===== config.mk =====
export PLATFORM = sky130hd
export DESIGN_NAME = mul_pack
export DESIGN_NICKNAME = d
export VERILOG_FILES = /design/src/rtl/mul_pack.sv
export SDC_FILE = /design/constraint.sdc
export NUM_CORES = 1
export LEC_CHECK = 0
export BUFFER_PORTS_ARGS = -buffer_cell sky130_fd_sc_hd__buf_4
export CELL_PAD_IN_SITES_DETAIL_PLACEMENT = 0
export CELL_PAD_IN_SITES_GLOBAL_PLACEMENT = 1
export CORE_MARGIN = 4
export CORE_UTILIZATION = 40
export DETAILED_ROUTE_END_ITERATION = 10
export HOLD_SLACK_MARGIN = 0.08
export PLACE_DENSITY_LB_ADDON = 0.1
export SYNTH_ARGS = -nofsm -noshare
export SYNTH_HDL_FRONTEND = slang
export SYNTH_SLANG_ARGS = --single-unit

===== constraint.sdc =====
create_clock -name clk -period 5.7 [get_ports clk]
set_input_delay 0.285 -clock clk [delete_from_list [all_inputs] [get_ports clk]]
set_output_delay 0.285 -clock clk [all_outputs]
set_load 0.02 [all_outputs]

===== src/rtl/mul_pack.sv =====
// mul_pack: result packer for the pipelined floating-point multiplier.
// Normalizes an unrounded significand product, rounds it under the selected
// rounding mode and packs an IEEE-754 word with exception flags.
// Two-stage valid/ready pipeline: stage 1 normalizes, stage 2 rounds/packs.
//
// Ports:
//   clk, rst_n                     clock, asynchronous active-low reset
//   in_valid / in_ready            input handshake
//   in_sign                        result sign
//   in_expo   [EXPO_W+1:0]         two's-complement biased exponent of in_prod[2*MANT_W]
//   in_prod   [2*MANT_W+1:0]       significand product, value = in_prod * 2^-(2*MANT_W)
//   in_rm     [2:0]                RNE/RTZ/RDN/RUP/RMM (others act as RNE)
//   in_is_nan, in_is_inf, in_invalid  special-case flags from the classifier
//   out_valid / out_ready          output handshake
//   out_data  [EXPO_W+MANT_W:0]    packed result
//   out_nv, out_of, out_uf, out_nx invalid/overflow/underflow/inexact
module mul_pack #(
    parameter int unsigned EXPO_W = 8,
    parameter int unsigned MANT_W = 23
) (
    input  logic                     clk,
    input  logic                     rst_n,
    input  logic                     in_valid,
    output logic                     in_ready,
    input  logic                     in_sign,
    input  logic [EXPO_W+1:0]        in_expo,
    input  logic [2*MANT_W+1:0]      in_prod,
    input  logic [2:0]               in_rm,
    input  logic                     in_is_nan,
    input  logic                     in_is_inf,
    input  logic                     in_invalid,
    output logic                     out_valid,
    input  logic                     out_ready,
    output logic [EXPO_W+MANT_W:0]   out_data,
    output logic                     out_nv,
    output logic                     out_of,
    output logic                     out_uf,
    output logic                     out_nx
);

    localparam int unsigned W    = 1 + EXPO_W + MANT_W;
    localparam int unsigned PW   = 2 * MANT_W + 2;        // product width
    localparam int unsigned IB   = 2 * MANT_W;            // integer bit index
    localparam int unsigned XW   = EXPO_W + 3;            // internal exponent width
    localparam int unsigned SAT  = 2 * MANT_W + 3;        // saturating denormal shift
    localparam int unsigned SHW  = $clog2(SAT + 1);
    localparam int unsigned LZW  = $clog2(IB + 1);
    localparam int unsigned EMAX = (1 << EXPO_W) - 1;

    localparam logic [2:0] RM_RTZ = 3'b001;
    localparam logic [2:0] RM_RDN = 3'b010;
    localparam logic [2:0] RM_RUP = 3'b011;
    localparam logic [2:0] RM_RMM = 3'b100;

    typedef enum logic [1:0] {
        CL_FIN  = 2'd0,
        CL_ZERO = 2'd1,
        CL_INF  = 2'd2,
        CL_NAN  = 2'd3
    } cls_e;

    // ------------------------------------------------------------------
    // Handshake
    // ------------------------------------------------------------------
    logic r_s1_valid;
    logic r_s2_valid;
    logic w_s1_adv;
    logic w_s2_adv;

    assign w_s2_adv  = !r_s2_valid || out_ready;
    assign w_s1_adv  = !r_s1_valid || w_s2_adv;
    assign in_ready  = w_s1_adv;
    assign out_valid = r_s2_valid;

    // ------------------------------------------------------------------
    // Stage 1: classify and normalize
    // ------------------------------------------------------------------
    cls_e                 w_cls;
    logic [LZW-1:0]       w_lz;
    logic [PW-2:0]        w_norm;        // leading one at bit IB
    logic                 w_sticky_hi;   // bit dropped by the >=2.0 right shift
    logic [XW-1:0]        w_expo_x;
    logic [XW-1:0]        w_e_norm;
    logic [XW-1:0]        w_e_neg;
    logic                 w_tiny;
    logic [SHW-1:0]       w_sh;
    logic [PW+SAT-2:0]    w_wide;
    logic [PW-2:0]        w_m;
    logic                 w_lost;

    // Special-case precedence: NaN > inf > zero > finite
    always_comb begin
        w_cls = CL_FIN;
        if (in_is_nan)
            w_cls = CL_NAN;
        else if (in_is_inf)
            w_cls = CL_INF;
        else if (in_prod == '0)
            w_cls = CL_ZERO;
    end

    // Leading-zero count over prod[IB:0]; highest set bit wins
    always_comb begin
        w_lz = '0;
        for (int i = 0; i <= int'(IB); i++) begin
            if (in_prod[i])
                w_lz = LZW'(int'(IB) - i);
        end
    end

    assign w_expo_x = {in_expo[EXPO_W+1], in_expo};

    // Bring the leading one to bit IB and adjust the exponent
    always_comb begin
        w_norm      = '0;
        w_sticky_hi = 1'b0;
        w_e_norm    = w_expo_x;
        if (in_prod[PW-1]) begin
            w_norm      = in_prod[PW-1:1];
            w_sticky_hi = in_prod[0];
            w_e_norm    = w_expo_x + XW'(1);
        end else begin
            w_norm      = in_prod[PW-2:0] << w_lz;
            w_e_norm    = w_expo_x - XW'(w_lz);
        end
    end

    // Exponent <= 0: denormalize by 1-E, saturating so everything lands in sticky
    assign w_tiny  = w_e_norm[XW-1] || (w_e_norm == '0);
    assign w_e_neg = XW'(1) - w_e_norm;

    always_comb begin
        w_sh = '0;
        if (w_tiny) begin
            if (w_e_neg >= XW'(SAT))
                w_sh = SHW'(SAT);
            else
                w_sh = SHW'(w_e_neg);
        end
    end

    // Low SAT bits of the wide vector collect everything shifted out
    assign w_wide = {w_norm, {SAT{1'b0}}} >> w_sh;
    assign w_m    = w_wide[PW+SAT-2 -: PW-1];
    assign w_lost = |w_wide[SAT-1:0];

    logic                 r_s1_sign;
    cls_e                 r_s1_cls;
    logic                 r_s1_nv;
    logic [XW-1:0]        r_s1_exp;
    logic                 r_s1_int;
    logic [MANT_W-1:0]    r_s1_frac;
    logic                 r_s1_g;
    logic                 r_s1_s;
    logic                 r_s1_tiny;
    logic [2:0]           r_s1_rm;

    // Stage 1 register: retains integer bit, fraction, guard and sticky
    always_ff @(posedge clk or negedge rst_n) begin
        if (!rst_n) begin
            r_s1_valid <= 1'b0;
            r_s1_sign  <= 1'b0;
            r_s1_cls   <= CL_FIN;
            r_s1_nv    <= 1'b0;
            r_s1_exp   <= '0;
            r_s1_int   <= 1'b0;
            r_s1_frac  <= '0;
            r_s1_g     <= 1'b0;
            r_s1_s     <= 1'b0;
            r_s1_tiny  <= 1'b0;
            r_s1_rm    <= '0;
        end else if (w_s1_adv) begin
            r_s1_valid <= in_valid;
            if (in_valid) begin
                r_s1_sign <= in_sign;
                r_s1_cls  <= w_cls;
                r_s1_nv   <= in_is_nan && in_invalid;
                r_s1_exp  <= w_tiny ? '0 : w_e_norm;
                r_s1_int  <= w_m[IB];
                r_s1_frac <= w_m[IB-1 -: MANT_W];
                r_s1_g    <= w_m[MANT_W-1];
                r_s1_s    <= (|w_m[MANT_W-2:0]) || w_lost || w_sticky_hi;
                r_s1_tiny <= w_tiny;
                r_s1_rm   <= in_rm;
            end
        end
    end

    // ------------------------------------------------------------------
    // Stage 2: round, detect overflow, pack
    // ------------------------------------------------------------------
    logic                 w_inexact;
    logic                 w_inc;
    logic [MANT_W+1:0]    w_sum;
    logic                 w_carry;
    logic [XW-1:0]        w_e_rnd;
    logic                 w_ovf;
    logic                 w_ovf_inf;
    logic [W-1:0]         w_data;
    logic                 w_nv;
    logic                 w_of;
    logic                 w_uf;
    logic                 w_nx;

    assign w_inexact = r_s1_g || r_s1_s;

    // Round-increment decision
    always_comb begin
        w_inc     = r_s1_g && (r_s1_s || r_s1_frac[0]);
        w_ovf_inf = 1'b1;
        case (r_s1_rm)
            RM_RTZ: begin
                w_inc     = 1'b0;
                w_ovf_inf = 1'b0;
            end
            RM_RDN: begin
                w_inc     = r_s1_sign && w_inexact;
                w_ovf_inf = r_s1_sign;
            end
            RM_RUP: begin
                w_inc     = !r_s1_sign && w_inexact;
                w_ovf_inf = !r_s1_sign;
            end
            RM_RMM: begin
                w_inc     = r_s1_g;
            end
            default: begin
                w_inc     = r_s1_g && (r_s1_s || r_s1_frac[0]);
                w_ovf_inf = 1'b1;
            end
        endcase
    end

    // A normal carries out of the integer bit; a subnormal carries into it (field -> 1)
    assign w_sum   = {1'b0, r_s1_int, r_s1_frac} + (MANT_W+2)'(w_inc);
    assign w_carry = r_s1_int ? w_sum[MANT_W+1] : w_sum[MANT_W];
    assign w_e_rnd = r_s1_exp + XW'(w_carry);
    assign w_ovf   = !w_e_rnd[XW-1] && (w_e_rnd >= XW'(EMAX));

    always_comb begin
        w_data = '0;
        w_nv   = 1'b0;
        w_of   = 1'b0;
        w_uf   = 1'b0;
        w_nx   = 1'b0;
        case (r_s1_cls)
            CL_NAN: begin
                w_data = {1'b0, {EXPO_W{1'b1}}, 1'b1, {(MANT_W-1){1'b0}}};
                w_nv   = r_s1_nv;
            end
            CL_INF: begin
                w_data = {r_s1_sign, {EXPO_W{1'b1}}, {MANT_W{1'b0}}};
            end
            CL_ZERO: begin
                w_data = {r_s1_sign, {EXPO_W{1'b0}}, {MANT_W{1'b0}}};
            end
            default: begin
                w_uf = r_s1_tiny && w_inexact;
                if (w_ovf) begin
                    w_of = 1'b1;
                    w_nx = 1'b1;
                    if (w_ovf_inf)
                        w_data = {r_s1_sign, {EXPO_W{1'b1}}, {MANT_W{1'b0}}};
                    else
                        w_data = {r_s1_sign, {(EXPO_W-1){1'b1}}, 1'b0, {MANT_W{1'b1}}};
                end else begin
                    w_nx   = w_inexact;
                    w_data = {r_s1_sign, w_e_rnd[EXPO_W-1:0], w_sum[MANT_W-1:0]};
                end
            end
        endcase
    end

    // Stage 2 register doubles as the output register; holds while stalled
    always_ff @(posedge clk or negedge rst_n) begin
        if (!rst_n) begin
            r_s2_valid <= 1'b0;
            out_data   <= '0;
            out_nv     <= 1'b0;
            out_of     <= 1'b0;
            out_uf     <= 1'b0;
            out_nx     <= 1'b0;
        end else if (w_s2_adv) begin
            r_s2_valid <= r_s1_valid;
            if (r_s1_valid) begin
                out_data <= w_data;
                out_nv   <= w_nv;
                out_of   <= w_of;
                out_uf   <= w_uf;
                out_nx   <= w_nx;
            end
        end
    end

endmodule


==> run metrics, run 1 <==
Top-Level Pins=between 100 and 150; Placer Congestion=1.13; Area growth syn-to-layout=55.5%; Worst setup EP type=register; H-tree depth=3; Post-CTS Hold Fix Bufs=0; CP Class=input port to register; ys async rst share=100%; Root Buffer=clkbuf_16; first-pass GRT wire length=between 100000 and 150000 µm; synth top area cells=dfrtp_1 16%, nand2_1 7.4%, o21ai_0 5.5%; drt total wl=75900 µm; largest net degree at the start of global routing=84; Yosys reg bits=a little over 80; worst min-delay path class=input port to async pin; final net count=around 2500; f_max=~0.15 GHz; initial antenna violation count=2; Worst path max stage delay=0.54 ns; CTS tree=built; Die X-Extent=between 150 and 200 µm; Yosys top cell by area=dfrtp_1; 1st-iter DRT viols=~2100; Max clock buf depth=2; Max-Cap Viols=0; vias in the first global route=18400; worst vdd ir=0.234 mV; Clk pin slew, worst setup/hold paths=0.06 ns; Crit-path slowest cell=or4_1; Routed WL per cell=between 20 and 30 µm; Starting Density=between 40% and 50%; vias per inst=around 6.7; core area=between 30000 and 40000 µm²; worst slew pin tran=just over 1 ns; clk_lat worst skew=0.33 ns; cts bufs inserted=9; drt pass-1 iters=8; Row Count=65; final hold viol count=0; synth unique cells=between 100 and 150; synthesized area per cell=around 7 µm²; pre-CTS setup slack=-1.66 ns; port bufs=approximately 110; Syn Nets=approximately 2000; DP HPWL=58800 µm; failing checks=setup timing; via count=~19000; Post-synth EDFFs=0; Tcrit/Tclk final=115%; post-route antenna net violation count=0; setup ws final=-0.854 ns; Final min period=between 6 and 7 ns; fin. max-slew vios=0; Max-Slew Margin vs Limit=about 33%; clock tree sinks=83; Total GRT Usage=roughly 40%; post-synthesis sequential area ratio=16.1%; RSZ-0062 raised after global routing=true; grt total ovfl=0; Yosys warnings=0; Yosys top cell area share=16.1%; Post-Syn Instances=about 1900; hold_ws=between 0.1 and 0.15 ns; Post-Syn Area=between 10000 and 15000 µm²; layout cells sized above 1=between 40% and 50%; outcome=finished, violations left; Setup Skew=0.00490 ns; Worst setup SP type=input port; cell family contributing the most delay on the critical path=compound AO/OA/AOI/OAI gates; final core occ=a little under two thirds; critical path peak fanout=16; Worst Path Buf+Inv=7; die height=roughly 190 µm; DIE AREA=between 30000 and 40000 µm²; # setup viols final=13; leak pwr=~8.5 nW; Remaining DRCs=0; ys flop type=dfrtp_1; power density over the cells=between 200 and 250 nW/µm²; Crit path top cell by count=buf_4; n_diodes=0; CP Data Required Time=just under 6 ns; Critical Path AT=6.77 ns
## through the flow
step	total power, mW	instances	TNS (ns)	area (µm²)
after floorplan	2.41	1856	-1.32	13200
after global placement	3.82	2770	-15.57	18100
after detailed placement	3.86	2770	-17.41	18100
after CTS	4.58	2831	-1.33	19200
after global routing	5.16	2857	-7.48	20100
final	4.90	2857	-2.96	20100
## flip-flops by register name, summed over array words and instances, names as in the netlist
name        flops
r_s1_rm         3
r_s1_cls        2
r_s1_int        1
r_s1_nv         1
out_data       32
r_s1_sign       1
r_s1_tiny       1
r_s1_g          1
out_nx          1
r_s1_frac      23
r_s1_s          1
out_uf          1
r_s1_valid      1
out_of          1
out_nv          1
r_s1_exp       11
out_valid       1
## path summary, 6_finish.rpt
path / from / to / slack, ns / cells after the start
max in group asynchronous: rst_n / out_data[8] / 4.92 / 1
setup / recovery: in_prod[15] / r_s1_s / -0.85 / 32
setup reg to reg: r_s1_sign / out_data[22] / 0.90 / 27
hold reg to reg: r_s1_nv / r_s1_nv / 0.47 / 2
hold / removal: rst_n / out_data[27] / 0.10 / 1
min in group clk: in_rm[0] / r_s1_rm[0] / 0.16 / 3
## cells in the mapped netlist (11+ instances only)
cell type  instances
nor3_1            85
nand2b_1          14
o221ai_1          32
inv_1             37
clkbuf_1          76
ha_1              17
a221oi_1          19
a211oi_1          30
a22oi_1           26
nor2_1           163
nor4_1            26
a32oi_1           15
o21a_1            14
o21ai_1           16
o311ai_0          11
o21ai_0          143
xor2_1            17
nand3_1           79
nor2b_1           13
nand2_1          255
and2_1            12
xnor2_1           23
o22ai_1           35
a22o_1            36
a31oi_1           18
o32ai_1           11
nand4_1           25
buf_2             51
o2111ai_1         18
mux2i_1           45
dfrtp_1           83
and3_1            14
a21oi_1          109
o31ai_1           35
o211ai_1          64
## cells in the final DEF (no fill, tap or decap), types with 17 or more instances in the layout
master	n
buf_4	674
buf_6	31
o31ai_1	26
mux2i_1	34
nand2_1	251
nor2_1	146
inv_1	35
nand4_1	25
a22o_1	36
o221ai_1	31
a211oi_1	19
o21ai_1	24
o2111ai_1	18
o211ai_1	64
o22ai_1	30
xnor2_1	19
dfrtp_1	83
a221oi_1	17
a21oi_1	87
o21ai_0	125
nand3_1	73
nor3_1	73
a22oi_1	25
a21oi_2	19
## what timing repair did
item / CTS / global route
resized for setup: 113 / 136
endpoints found under the setup margin: 26 / 26
cloned: 1 / 0
buffers inserted: 45 / 33
pin swaps: 61 / 55
## final cells by class
type / count / area (µm²)
Clock buffer: 14 / 264
Clock inverter: 2 / 10.0
Sequential cell: 83 / 2080
Timing Repair Buffer: 724 / 5770
Multi-Input combinational cell: 1592 / 11300
Tap cell: 402 / 503
Fill cell: 2748 / 11600
Inverter: 40 / 151
## metal layers
metal | track usage [%] | wire length (µm) | vias up
li1 | - | - | 8414
met1 | 45.8 | 27100 | 9026
met2 | 66.5 | 34200 | 1224
met3 | 7.43 | 6550 | 449
met4 | 32.3 | 7950 | 2
met5 | 0 | 7 | -
## report_power, final
part	total (mW)	internal [mW]	switching (mW)	leakage, nW
clock network	0.529	0.318	0.212	0.137
registers	0.862	0.733	0.129	1.08
logic	3.51	1.64	1.88	7.30
## cell families after synthesis
logic type	share of synthesized area, %
multiplexers	5.08
AO/OA/AOI/OAI	40.7
AND/OR/NAND/NOR	27.1
adder cells (fa/ha/maj)	1.80
XOR/XNOR	2.92
buffers and inverters	6.36
flip-flops	16.1
Power figures use the tool's default switching activity.
==> run 2, diff against run 1 <==
--- a/config.mk
+++ b/config.mk
@@ -9,9 +9,9 @@
 export CELL_PAD_IN_SITES_DETAIL_PLACEMENT = 0
 export CELL_PAD_IN_SITES_GLOBAL_PLACEMENT = 1
 export CORE_MARGIN = 4
-export CORE_UTILIZATION = 40
+export CORE_UTILIZATION = 30
 export DETAILED_ROUTE_END_ITERATION = 10
-export HOLD_SLACK_MARGIN = 0.08
+export HOLD_SLACK_MARGIN = 0.1
 export PLACE_DENSITY_LB_ADDON = 0.1
 export SYNTH_ARGS = -nofsm -noshare
 export SYNTH_HDL_FRONTEND = slang
==> run 2 against run 1 <==
Against the previous run: the flow still finishes with violations (setup timing); total power fell by 3.9%; utilization fell by 16 points; register-to-register slack got worse by 0.10 ns; global-route usage fell by 8.7 points; sequential power rose by 0.6%; largest cell class unchanged.
==> run metrics, run 2 (synthesized netlist as in run 1, its figures left out) <==
outcome=finished, violations left (unchanged); failing checks=setup timing (unchanged); H-tree depth=3 (unchanged); worst vdd ir=0.186 mV (was 0.234 mV); R2R Setup Slk=0.80 ns (was 0.90 ns); Critical R2R Launch=r_s1_rm[0] (was r_s1_sign); filler cell count=4295 (was 2748); Area growth syn-to-layout=54.5% (was 55.5%); via count=18400 (was 19100); worst slew pin tran=1.36 ns (was 1.01 ns); # setup viols final=5 (was 13); Final min period=6.56 ns (was 6.55 ns); hold endpoint=r_s1_rm[1]; Post-DP Area=18500 µm² (was 18100 µm²); largest register by flop count=out_data (unchanged); layout cells sized above 1=38.5% (was 40.1%); fin. max-slew vios=0 (unchanged); Comb pwr share=70.1% (was 71.6%); Row Count=75 (was 65); max reg flops=32 (unchanged); Top-Level Pins=107 (unchanged); Fin Setup TNS=-1.49 ns (was -2.96 ns); Tcrit/Tclk final=115% (about the same); final net count=2549 (was 2537); final core occ=47.3% (was 63.4%); clk_lat worst skew=0.35 ns (was 0.33 ns); fin area=20000 µm² (was 20100 µm²); post-route antenna net violation count=0 (unchanged); Remaining DRCs=0 (unchanged); sequential power share=18.4% (was 17.6%); grt total ovfl=0 (unchanged); Max clock buf depth=2 (unchanged); first-pass GRT wire length=115000 µm (was 112000 µm); clock tree sinks=83 (unchanged); Crit-path slowest cell=or4b_4 (was or4_1); power density over the cells=236 nW/µm² (was 244 nW/µm²); Worst path max stage delay=0.50 ns (was 0.54 ns); Clk pin slew, worst setup/hold paths=0.07 ns (was 0.06 ns); CP Launch Point=in_prod[11] (was in_prod[15]); worst min-delay path class=input port to register (was input port to async pin); leak pwr=8.53 nW (was 8.52 nW); Root Buffer=clkbuf_16 (unchanged); clock share of power=11.6% (was 10.8%); largest net degree at the start of global routing=76 (was 84); Die X-Extent=216 µm (was 188 µm); Critical Path AT=6.80 ns (was 6.77 ns); CP Data Required Time=5.94 ns (was 5.92 ns); commonest cells after routing, fill and taps aside=688 x buf_4, 251 x nand2_1, 148 x nor2_1 (was 674 x buf_4, 251 x nand2_1, 146 x nor2_1); Regs by FF count=out_data: 32 flops, r_s1_frac: 23 flops, r_s1_exp: 11 flops (unchanged); drt pass-1 iters=5 (was 8); r2r endpoint=out_data[22] (unchanged); 1st-iter DRT viols=1805 (was 2067); vias per inst=6.13 (was 6.69); Max-Slew Margin vs Limit=8.28% (was 32.9%); Max-Cap Viols=0 (unchanged); sw frac=46.1% (was 45.2%); Worst setup EP type=register (unchanged); Setup Skew=0.00793 ns (was 0.00490 ns); RSZ-0062 raised after global routing=true (unchanged); DP HPWL=62400 µm (was 58800 µm); r2r worst-path depth=28 (was 27); Placer Congestion=1.04 (was 1.13); Starting Density=30.6% (was 40.8%); critical path peak fanout=29 (was 16); Total Power=4.72 mW (was 4.90 mW); vias in the first global route=18300 (was 18400); Pint=2.54 mW (was 2.69 mW); CTS tree=built (unchanged); Switching Power=2.18 mW (was 2.22 mW); port bufs=106 (unchanged); drt total wl=77400 µm (was 75900 µm); core area=42200 µm² (was 31700 µm²); cts bufs inserted=9 (unchanged); hold path start=in_rm[1]; pre-CTS setup slack=-1.67 ns (was -1.66 ns); initial antenna violation count=2 (unchanged); setup ws final=-0.863 ns (was -0.854 ns); most common cell after layout, fill and taps aside=buf_4 (unchanged); register area=2080 µm² (unchanged); Worst setup SP type=input port (unchanged); worst hold path depth=3; Routed WL per cell=25.7 µm (was 26.6 µm); f_max=0.152 GHz (was 0.153 GHz); Total GRT Usage=31.7% (was 40.4%); final hold viol count=0 (unchanged); die height=216 µm (was 188 µm); multi-input logic area=11000 µm² (was 11300 µm²); CP Class=input port to register (unchanged); DIE AREA=46500 µm² (was 35300 µm²)
run 2: cell count changes in the layout (fill, tap and decap cells not counted), moves of 5 or more:
cell and change:
buf_4 +14, a21oi_1 +7, a21oi_2 -5, mux2i_1 +5, o21ai_1 +5
run 2: worst max-delay path by stage:
stage	endpoint	slack (ns)	cells past startpoint
after floorplan	r_s1_s	-0.93	30
after global placement	r_s1_s	-1.65	29
after detailed placement	r_s1_s	-1.67	31
after CTS	r_s1_s	-0.79	35
after global routing	r_s1_s	-1.09	32
final	r_s1_s	-0.86	29
run 2: metrics by stage:
stage / hold slack (ns) / std cells
finish: 0.140 / 3007
global route: 0.145 / 3006
CTS: 0.126 / 2985
detailed placement: 0.114 / 2944
global placement: 0.114 / 2944
floorplan: -0.0106 / 1856
run 2: what timing repair did:
action | 4_1_cts | 5_1_grt
endpoints found under the setup margin | 26 | 26
hold endpoints to repair | 8 | 0
pin swaps | 23 | 49
hold buffers | 1 | 0
resized for setup | 62 | 115
gates cloned | 2 | 0
buffers inserted | 22 | 23
run 2: final cells by class:
| type | instances | area share, % |
|---|---|---|
| multi-input combinational | 1592 | 54.9 |
| timing repair buffer | 736 | 29.2 |
| antenna | 1 | 0.0125 |
| sequential | 83 | 10.4 |
| inverter | 40 | 0.758 |
| clock inverter | 6 | 0.207 |
| tap | 539 | 3.38 |
| clock buffer | 10 | 1.15 |
run 2: critical path: cells and delay by family:
family	cells	cell delay, ns
fa+ha+maj	2	0.66
buf+inv	4	0.61
simple gates	7	1.77
compound gates	15	3.32
mux	1	0.12
run 2: power by group through the flow:
stage,registers [mW],logic (mW),clock network (mW)
2_1_floorplan,0.917,1.50,0
3_3_place_gp,0.871,3.00,0
3_5_place_dp,0.877,3.00,0
4_1_cts,0.866,3.11,0.559
5_1_grt,0.891,3.54,0.582
6_report,0.867,3.30,0.545
run 2: layer usage:
metal	track usage (%)	vias to the layer above	routed length, µm	part of all wire (%)
li1	-	8460	-	-
met1	40.4	8860	31600	41
met2	52.9	901	35600	46
met3	4.49	207	5570	7.2
met4	15.0	0	4610	6.0
met5	0	-	0	0
